<file path="src/rtl/mips_loader_pkg.sv">
// Shared state encodings and protocol constants for the UART boot loader.
package mips_loader_pkg;

  typedef enum logic [2:0] {LEN_LO, LEN_HI, DATA, DONE, ERR} ld_state_e;

  typedef enum logic [1:0] {IDLE, START, BITS, STOP} rx_state_e;

  localparam int LEN_BYTES = 2;

endpackage

</file>
<file path="src/rtl/uart_rx_byte.sv">
// 8N1 UART byte receiver: synchroniser, mid-bit sampling, one-cycle byte/frame-error pulses.
module uart_rx_byte
  import mips_loader_pkg::*;
#(
  parameter int CLKS_PER_BIT = 434
) (
  input  logic       clk,
  input  logic       rst,
  input  logic       rx_i,
  output logic [7:0] byte_o,
  output logic       byte_valid_o,
  output logic       frame_err_o
);

  localparam int CW = $clog2(CLKS_PER_BIT) + 1;
  localparam logic [CW-1:0] HALF_M1 = CW'(CLKS_PER_BIT / 2 - 1);
  localparam logic [CW-1:0] FULL_M1 = CW'(CLKS_PER_BIT - 1);

  logic          sync1_q, sync2_q, prev_q;
  rx_state_e     state_q;
  logic [CW-1:0] cnt_q;
  logic [2:0]    bit_q;
  logic [7:0]    shift_q;
  logic          valid_q, ferr_q;

  always_ff @(posedge clk or posedge rst) begin
    if (rst) begin
      sync1_q <= 1'b1;
      sync2_q <= 1'b1;
      prev_q  <= 1'b1;
      state_q <= IDLE;
      cnt_q   <= '0;
      bit_q   <= '0;
      shift_q <= '0;
      valid_q <= 1'b0;
      ferr_q  <= 1'b0;
    end else begin
      sync1_q <= rx_i;
      sync2_q <= sync1_q;
      prev_q  <= sync2_q;
      valid_q <= 1'b0;
      ferr_q  <= 1'b0;
      case (state_q)
        IDLE: begin
          // Edge detect rather than level so a held-low line cannot retrigger.
          if (prev_q && !sync2_q) begin
            state_q <= START;
            cnt_q   <= '0;
          end
        end
        START: begin
          if (cnt_q == HALF_M1) begin
            cnt_q   <= '0;
            bit_q   <= '0;
            state_q <= sync2_q ? IDLE : BITS;
          end else begin
            cnt_q <= cnt_q + 1'b1;
          end
        end
        BITS: begin
          if (cnt_q == FULL_M1) begin
            cnt_q   <= '0;
            shift_q <= {sync2_q, shift_q[7:1]};
            bit_q   <= bit_q + 3'd1;
            if (bit_q == 3'd7) state_q <= STOP;
          end else begin
            cnt_q <= cnt_q + 1'b1;
          end
        end
        STOP: begin
          if (cnt_q == FULL_M1) begin
            cnt_q   <= '0;
            state_q <= IDLE;
            valid_q <= sync2_q;
            ferr_q  <= !sync2_q;
          end else begin
            cnt_q <= cnt_q + 1'b1;
          end
        end
        default: state_q <= IDLE;
      endcase
    end
  end

  assign byte_o       = shift_q;
  assign byte_valid_o = valid_q;
  assign frame_err_o  = ferr_q;

endmodule

</file>
<file path="src/rtl/uart_mem_loader.sv">
// Boot loader: receives a length-prefixed word image over UART and writes it to RAM,
// holding the CPU in reset until the image is complete.
module uart_mem_loader
  import mips_loader_pkg::*;
#(
  parameter int CLK_FREQ   = 50000000,
  parameter int BAUD       = 115200,
  parameter int DATA_WIDTH = 32,
  parameter int ADDR_WIDTH = 10
) (
  input  logic                  clk,
  input  logic                  rst,
  input  logic                  rx,
  output logic                  mem_we,
  output logic [ADDR_WIDTH-1:0] mem_addr,
  output logic [DATA_WIDTH-1:0] mem_wdata,
  output logic                  cpu_hold,
  output logic                  done,
  output logic                  error
);

  localparam int CLKS_PER_BIT = CLK_FREQ / BAUD;
  localparam int BPW          = DATA_WIDTH / 8;
  localparam int BCW          = (BPW > 1) ? $clog2(BPW) : 1;
  localparam int IW           = ADDR_WIDTH + 1;
  localparam int LW           = 8 * LEN_BYTES;
  localparam logic [BCW-1:0] LAST_LANE = BCW'(BPW - 1);
  localparam logic [31:0]    CAPACITY  = 32'd1 << ADDR_WIDTH;

  logic [7:0] rx_byte;
  logic       rx_valid, rx_ferr;

  uart_rx_byte #(
    .CLKS_PER_BIT(CLKS_PER_BIT)
  ) u_rx (
    .clk         (clk),
    .rst         (rst),
    .rx_i        (rx),
    .byte_o      (rx_byte),
    .byte_valid_o(rx_valid),
    .frame_err_o (rx_ferr)
  );

  ld_state_e             state_q;
  logic [LW-1:0]         len_q;
  logic [IW-1:0]         word_idx_q;
  logic [BCW-1:0]        byte_cnt_q;
  logic [DATA_WIDTH-1:0] word_q, word_d;
  logic                  last_q;
  logic                  mem_we_q;
  logic [ADDR_WIDTH-1:0] mem_addr_q;
  logic [DATA_WIDTH-1:0] mem_wdata_q;
  logic                  cpu_hold_q, done_q, error_q;
  logic [LW-1:0]         n_full;

  assign n_full = {rx_byte, len_q[7:0]};

  always_comb begin
    word_d = word_q;
    word_d[8*byte_cnt_q +: 8] = rx_byte;
  end

  always_ff @(posedge clk or posedge rst) begin
    if (rst) begin
      state_q     <= LEN_LO;
      len_q       <= '0;
      word_idx_q  <= '0;
      byte_cnt_q  <= '0;
      word_q      <= '0;
      last_q      <= 1'b0;
      mem_we_q    <= 1'b0;
      mem_addr_q  <= '0;
      mem_wdata_q <= '0;
      cpu_hold_q  <= 1'b1;
      done_q      <= 1'b0;
      error_q     <= 1'b0;
    end else begin
      mem_we_q <= 1'b0;
      if (rx_ferr && state_q != DONE) begin
        state_q <= ERR;
        error_q <= 1'b1;
      end else begin
        case (state_q)
          LEN_LO: begin
            if (rx_valid) begin
              len_q[7:0] <= rx_byte;
              state_q    <= LEN_HI;
            end
          end
          LEN_HI: begin
            if (rx_valid) begin
              len_q[LW-1:8] <= rx_byte;
              if (n_full == '0) begin
                state_q    <= DONE;
                done_q     <= 1'b1;
                cpu_hold_q <= 1'b0;
              end else if (32'(n_full) > CAPACITY) begin
                state_q <= ERR;
                error_q <= 1'b1;
              end else begin
                state_q <= DATA;
              end
            end
          end
          DATA: begin
            // The final write is already on the port; release the CPU one cycle later.
            if (last_q) begin
              state_q    <= DONE;
              done_q     <= 1'b1;
              cpu_hold_q <= 1'b0;
            end else if (rx_valid) begin
              word_q <= word_d;
              if (byte_cnt_q == LAST_LANE) begin
                mem_we_q    <= 1'b1;
                mem_addr_q  <= word_idx_q[ADDR_WIDTH-1:0];
                mem_wdata_q <= word_d;
                word_idx_q  <= word_idx_q + 1'b1;
                byte_cnt_q  <= '0;
                last_q      <= (32'(word_idx_q) + 32'd1 == 32'(len_q));
              end else begin
                byte_cnt_q <= byte_cnt_q + 1'b1;
              end
            end
          end
          DONE, ERR: ;
          default: begin
            state_q <= ERR;
            error_q <= 1'b1;
          end
        endcase
      end
    end
  end

  assign mem_we    = mem_we_q;
  assign mem_addr  = mem_addr_q;
  assign mem_wdata = mem_wdata_q;
  assign cpu_hold  = cpu_hold_q;
  assign done      = done_q;
  assign error     = error_q;

endmodule

</file>
<file path="config.mk">
export PLATFORM = sky130hd
export DESIGN_NAME = uart_mem_loader
export DESIGN_NICKNAME = d
export VERILOG_FILES = /design/src/rtl/mips_loader_pkg.sv /design/src/rtl/uart_rx_byte.sv /design/src/rtl/uart_mem_loader.sv
export SDC_FILE = /design/constraint.sdc
export NUM_CORES = 1
export LEC_CHECK = 0
export CAP_MARGIN = 20
export CORE_MARGIN = 2
export CORE_UTILIZATION = 34
export CTS_CLUSTER_SIZE = 10
export DETAILED_ROUTE_END_ITERATION = 16
export GPL_ROUTABILITY_DRIVEN = 0
export PLACE_DENSITY_LB_ADDON = 0.08
export SYNTH_ARGS = -nofsm -noshare
export SYNTH_HDL_FRONTEND = slang
export SYNTH_SLANG_ARGS = --single-unit
</file>
<file path="constraint.sdc">
create_clock -name clk -period 6.2 [get_ports clk]
set_clock_uncertainty 0.15 [all_clocks]
set_input_delay 1.24 -clock clk [delete_from_list [all_inputs] [get_ports clk]]
set_output_delay 1.24 -clock clk [all_outputs]
set_load 0.02 [all_outputs]
</file>
Word level (Yosys, flattened, before mapping)

Cells that the tools add are included.

Bits in registers: 139
Bits of input ports: 3
Output and inout bits: 46
Word-level logic and storage cells: 131

Add/subtract/negate cells: 6
Magnitude comparators: 1
Equality and inequality tests: 28
Shift-type cells: 2
Muxes and demuxes: 48
Bitwise logic cells: 2
Reduce and logical (&&, ||, !) cells: 22

Operators by type and width:

| operator                | number |
|---|---|
| $neg 5->34              | 1 |
| $shift 8x34->32 const A | 1 |
| $shiftx 8x34->32        | 1 |
| $bwmux 32               | 1 |
| $mux 10                 | 3 |
| $pmux 10 s3             | 1 |
| $mux 3                  | 8 |
| $mux 1                  | 22 |
| $eq 12x16->1            | 1 |
| $gt 16x11->1 const B    | 1 |
| $logic_not 16->1        | 1 |
| $reduce_and 5->1        | 3 |
| $mux 2                  | 7 |
| $ne 2x1->1 const B      | 7 |
| $add 11x1->12 const B   | 1 |
| $pmux 3 s4              | 1 |
| $reduce_and 4->1        | 3 |
| $add 11x1->11 const B   | 1 |
| $add 10x1->10 const B   | 1 |
| $eq 10x8->1 const B     | 1 |
| $eq 10x9->1 const B     | 1 |
| $ne 3x2->1 const B      | 3 |
| $ne 3x3->1 const B      | 3 |
| $reduce_and 3->1        | 3 |
| other kinds (20)        | 33 |

Depth between registers and ports, before layout

Word-level depth: 6
Gate-level depth with buffers: 8
Depth with buffers taken out: 7

Modules after synthesis

Synthesis repeated with hierarchy kept, for this count alone.

Cell total of the unflattened synthesis: 632
Area total of the unflattened synthesis: 6525.0 µm²

Modules (own cells, without submodules):

| module          | times used | cells an instance | area an instance (µm²) | sequential area each (µm²) |
|---|---|---|---|---|
| uart_mem_loader | 1          | 501               | 5142.4                 | 2778.9 |
| uart_rx_byte    | 1          | 131               | 1382.6                 | 704.4 |

Worst setup path before layout

No wires, ideal clock.

Path type: register to register
Start: register byte_cnt_q[0]
End: register word_q[24]
Setup time: 0.066 ns
Arrival: 1.976 ns
Required time: 5.984 ns
Slack: 4.008 ns
Cell stages (with the launch flop): 7
Buffers on the path: 1
Period minus slack after synthesis: 2.192 ns
Cell sequence: dfrtp_1 inv_1 ha_1 nor4b_2 and2_1 buf_2 a22o_1

Cells in the longest elaborated chain, start to end: 3
Elaborated cells between the ends (all ways): 4
Those cells by class: add/sub (1); shift (2); mux (1)

RTL lines:

| element                                             | line                   | text |
|---|---|---|
| start, declared                                     | uart_mem_loader.sv:47  | `logic [BCW-1:0] byte_cnt_q;` |
| start signal, assigned                              | uart_mem_loader.sv:121 | `byte_cnt_q <= byte_cnt_q + 1'b1;` |
| $neg 5->34 (*)                                      | uart_mem_loader.sv:60  | `word_d[8*byte_cnt_q +: 8] = rx_byte;` |
| $shiftx 8x34->32 or $shift 8x34->32 (tied branches) | uart_mem_loader.sv:60  |  |
| $bwmux 32 (*)                                       | uart_mem_loader.sv:60  |  |
| end signal, assigned                                | uart_mem_loader.sv:112 | `word_q <= word_d;` |
| end, declared                                       | uart_mem_loader.sv:48  | `logic [DATA_WIDTH-1:0] word_q, word_d;` |

Every way passes the cells marked *; elsewhere a longest branch is shown, timed or not.
A chain may end at the register's enable or synchronous reset.

Final worst setup path

Start: register cpu_hold_q, in the netlist cpu_hold
End: output port cpu_hold

RTL lines:

| element                | line                   | text |
|---|---|---|
| start, declared        | uart_mem_loader.sv:53  | `logic cpu_hold_q, done_q, error_q;` |
| start signal, assigned | uart_mem_loader.sv:74  | `cpu_hold_q <= 1'b1;` |
| start signal, assigned | uart_mem_loader.sv:96  | `cpu_hold_q <= 1'b0;` |
| start signal, assigned | uart_mem_loader.sv:110 | `cpu_hold_q <= 1'b0;` |
| end, declared          | uart_mem_loader.sv:17  | `output logic cpu_hold,` |

No word-level cell between the ends.

==> summary.txt <==
Synth
  – Per-instance average area after synthesis: between 10 and 15 sq um
  – Syn nets: approximately 660
  – Post-Syn Area: about 6600 sq um
  – Primary FF master, synth: dfrtp_1
  – Ys Warns: 0
  – Synth Register Bits: roughly 140
  – Post-Syn Instances: between 600 and 700
  – Cell variety after synth: 64
  – Post-synth EDFFs: 0
  – Seq/Total Area, Yosys: a little over half
  – Post-synth ARST share: between 90% and 100%

Worst setup path
  – Sum of buffers and inverters on the critical path: 1
  – Cell at the slowest stage of the critical path: clkdlybuf4s50_1
  – Delay-heaviest family, CP: buffers and inverters
  – Worst-path cell chain: clkdlybuf4s50_1
  – Crit path kind: flip-flop to output port
  – Critical Path End Type: output port
  – Worst Path Required: 4.81 ns
  – CP arrival: between 1.5 and 2 ns
  – CP peak stage delay: approximately 0.60 ns
  – Startpoint type of the worst setup path: flip-flop
  – Peak fanout along the critical path: 2

Floorplan
  – I/O pins: around 50
  – Initial Util: a little over a third
  – Die width: approximately 140 um
  – Die area: between 20000 and 25000 sq um
  – Core ar.: 18830 sq um
  – Die H: approximately 140 um
  – Num rows: 50

STA
  – RSZ-0062 raised after global routing: false
  – Max Transition Viols Final: 0
  – Fmax: approximately 340 MHz
  – Setup tns final: 0 ns
  – Worst slew pin tran: between 0.8 and 0.9 ns
  – Slew headroom: 42.15%
  – Setup ws final: 3.272 ns
  – Final period util: roughly 47%
  – Final min period: roughly 2.9 ns
  – Final Hold Vio Count: 0
  – Final count of negative-setup-slack endpoints: 0

Pwr
  – Power Density: about 280 nW/um^2
  – Static Leak: 3.572 nW
  – Peak VDD IR: about 0.17 mV

Global route
  – Vias in the first global route: roughly 4.9k
  – Largest net degree at the start of global routing: 95
  – Initial antenna violation count: 0
  – First-pass GRT wire length: about 25000 um
  – Overflow after GRT: 0
  – Overall Global Routing Usage: about 16%

Layout
  – # fillers: ~1.8k
  – Diodes inserted: 0
  – Layout cells sized above 1: a little over a tenth
  – Area growth, synth to finish: 19.53%
  – Cell Count, Final, Fillers Out: 946
  – Most frequent cells in the layout: dfrtp_1 (135), nand2_1 (100), o21ai_0 (51)
  – Layout Utilization: a little over two fifths
  – Fin area: around 7800 sq um
  – Commonest non-fill, non-tap cell in the layout: dfrtp_1
  – Nets: about 690

Clocking
  – Clock Latency Late Sink: 0.42 ns
  – CTS HTree Levels: 4
  – Hold buffers post-CTS: 0
  – CTS tree: built
  – Clock transition at the registers of the reported paths: 0.06 ns
  – Bufs on Longest Clock Path: 2
  – CTS Root Cell: clkbuf_16
  – Number of setup buffers added after CTS: 0
  – Num CTS Buffers: 17
  – Clock sink count: approximately 140
  – Post-CTS Resized: 0

Hold path
  – HP Class: flip-flop to flip-flop

Routing
  – Via density per instance: between 5 and 6
  – Remaining DRCs: 0
  – Drt total wl: around 15000 um
  – WL per Instance: ~16 um
  – Initial DRC Count: around 390
  – First-pass DRT Iterations: 4
  – Total number of vias: around 4.8k
  – Detail Route Antenna Nets: 0

Place
  – DP Cell Count: slightly above 900
  – Pre-CTS WS: around 3.0 ns
  – Post-detail-place hpwl: between 9000 and 10000 um
  – I/O Buffers: between 40 and 50
  – Dpl cell area: about 7300 sq um

Run status
  – Status: complete, no violations

Flow run
  – MaxCap Viol Count: 0
## flip-flops by register name, summed over array words and instances, names as in the netlist, 2 cells and up, named ones only
register and count:
len_q 16, u_rx.bit_q 3, word_q 32, u_rx.byte_o 8, mem_wdata 32, byte_cnt_q 2, word_idx_q 11, state_q 3
u_rx.cnt_q 10, mem_addr 10
## per-layer routing
metal	up-vias	track usage (%)	routed length, um
met4	0	4.690	140
met1	2371	20.55	7071
met3	12	4.024	439
met5	-	0	0
met2	69	26.77	7546
li1	2304	-	-
## synth_stat cells (5+ instances only)
master    count  area share [%]
nor2_1       18             1.0
buf_2        12            0.92
nor2b_1      33             3.1
dfrtp_1     135              51
a31oi_1       6            0.57
a21oi_1      40             3.1
mux2_2       18             3.1
ha_1         16             3.1
xor2_1        8             1.1
nand2b_1      8            0.76
nand4_1       5            0.48
mux2_1        5            0.86
xnor2_1      12             1.6
and3_1        7            0.67
nor3_1        6            0.46
inv_1        18             1.0
a22o_1       34             4.5
nand3_1       8            0.61
o21ai_0      51             3.9
clkbuf_1     18             1.0
and2_1        5            0.48
nand2_1     100             5.7
## worst paths after layout
| kind | start | cells past startpoint | endpoint | slack, ns |
|---|---|---|---|---|
| setup / recovery | cpu_hold | 1 | cpu_hold | 3.27 |
| hold / removal | u_rx.sync1_q | 0 | u_rx.sync2_q | 0.21 |
| setup reg to reg | byte_cnt_q[0] | 5 | word_q[29] | 3.60 |
| hold reg to reg | u_rx.sync1_q | 0 | u_rx.sync2_q | 0.21 |
| max in group asynchronous | rst | 3 | word_q[28] | 3.52 |
| min in group asynchronous | rst | 2 | mem_wdata[2] | 1.22 |
## power breakdown
group          leakage, nW  switching, mW  internal (mW)
registers             1.92         0.0209          0.929
logic                 1.36          0.141         0.0737
clock network        0.286          0.385          0.623
## metrics by stage
stage | hold slack, ns | total power, mW
floorplan | 0.1952 | 1.125
global placement | 0.1957 | 1.168
detailed placement | 0.1972 | 1.184
CTS | 0.2060 | 2.206
global route | 0.2124 | 2.279
finish | 0.2053 | 2.173
## kinds of logic after synthesis
logic type | Yosys count | synth area share [%]
xor+xnor | 20 | 2.670
compound gates | 159 | 15.56
buf+inv | 54 | 3.433
fa+ha+maj | 16 | 3.052
simple gates | 224 | 17.93
flops | 139 | 53.10
mux | 25 | 4.253
## area by class of cell
type	count	area, sq um	area share (%)
flip-flops and latches	139	3483	44.42
clock inverters	10	116.4	1.484
well taps	260	325.3	4.149
clock buffers	22	474.2	6.048
repair buffers	53	518.0	6.606
multi-input cells	444	2851	36.37
inverters	18	72.57	0.9255
No activity file was read; power rests on OpenSTA's default activity.
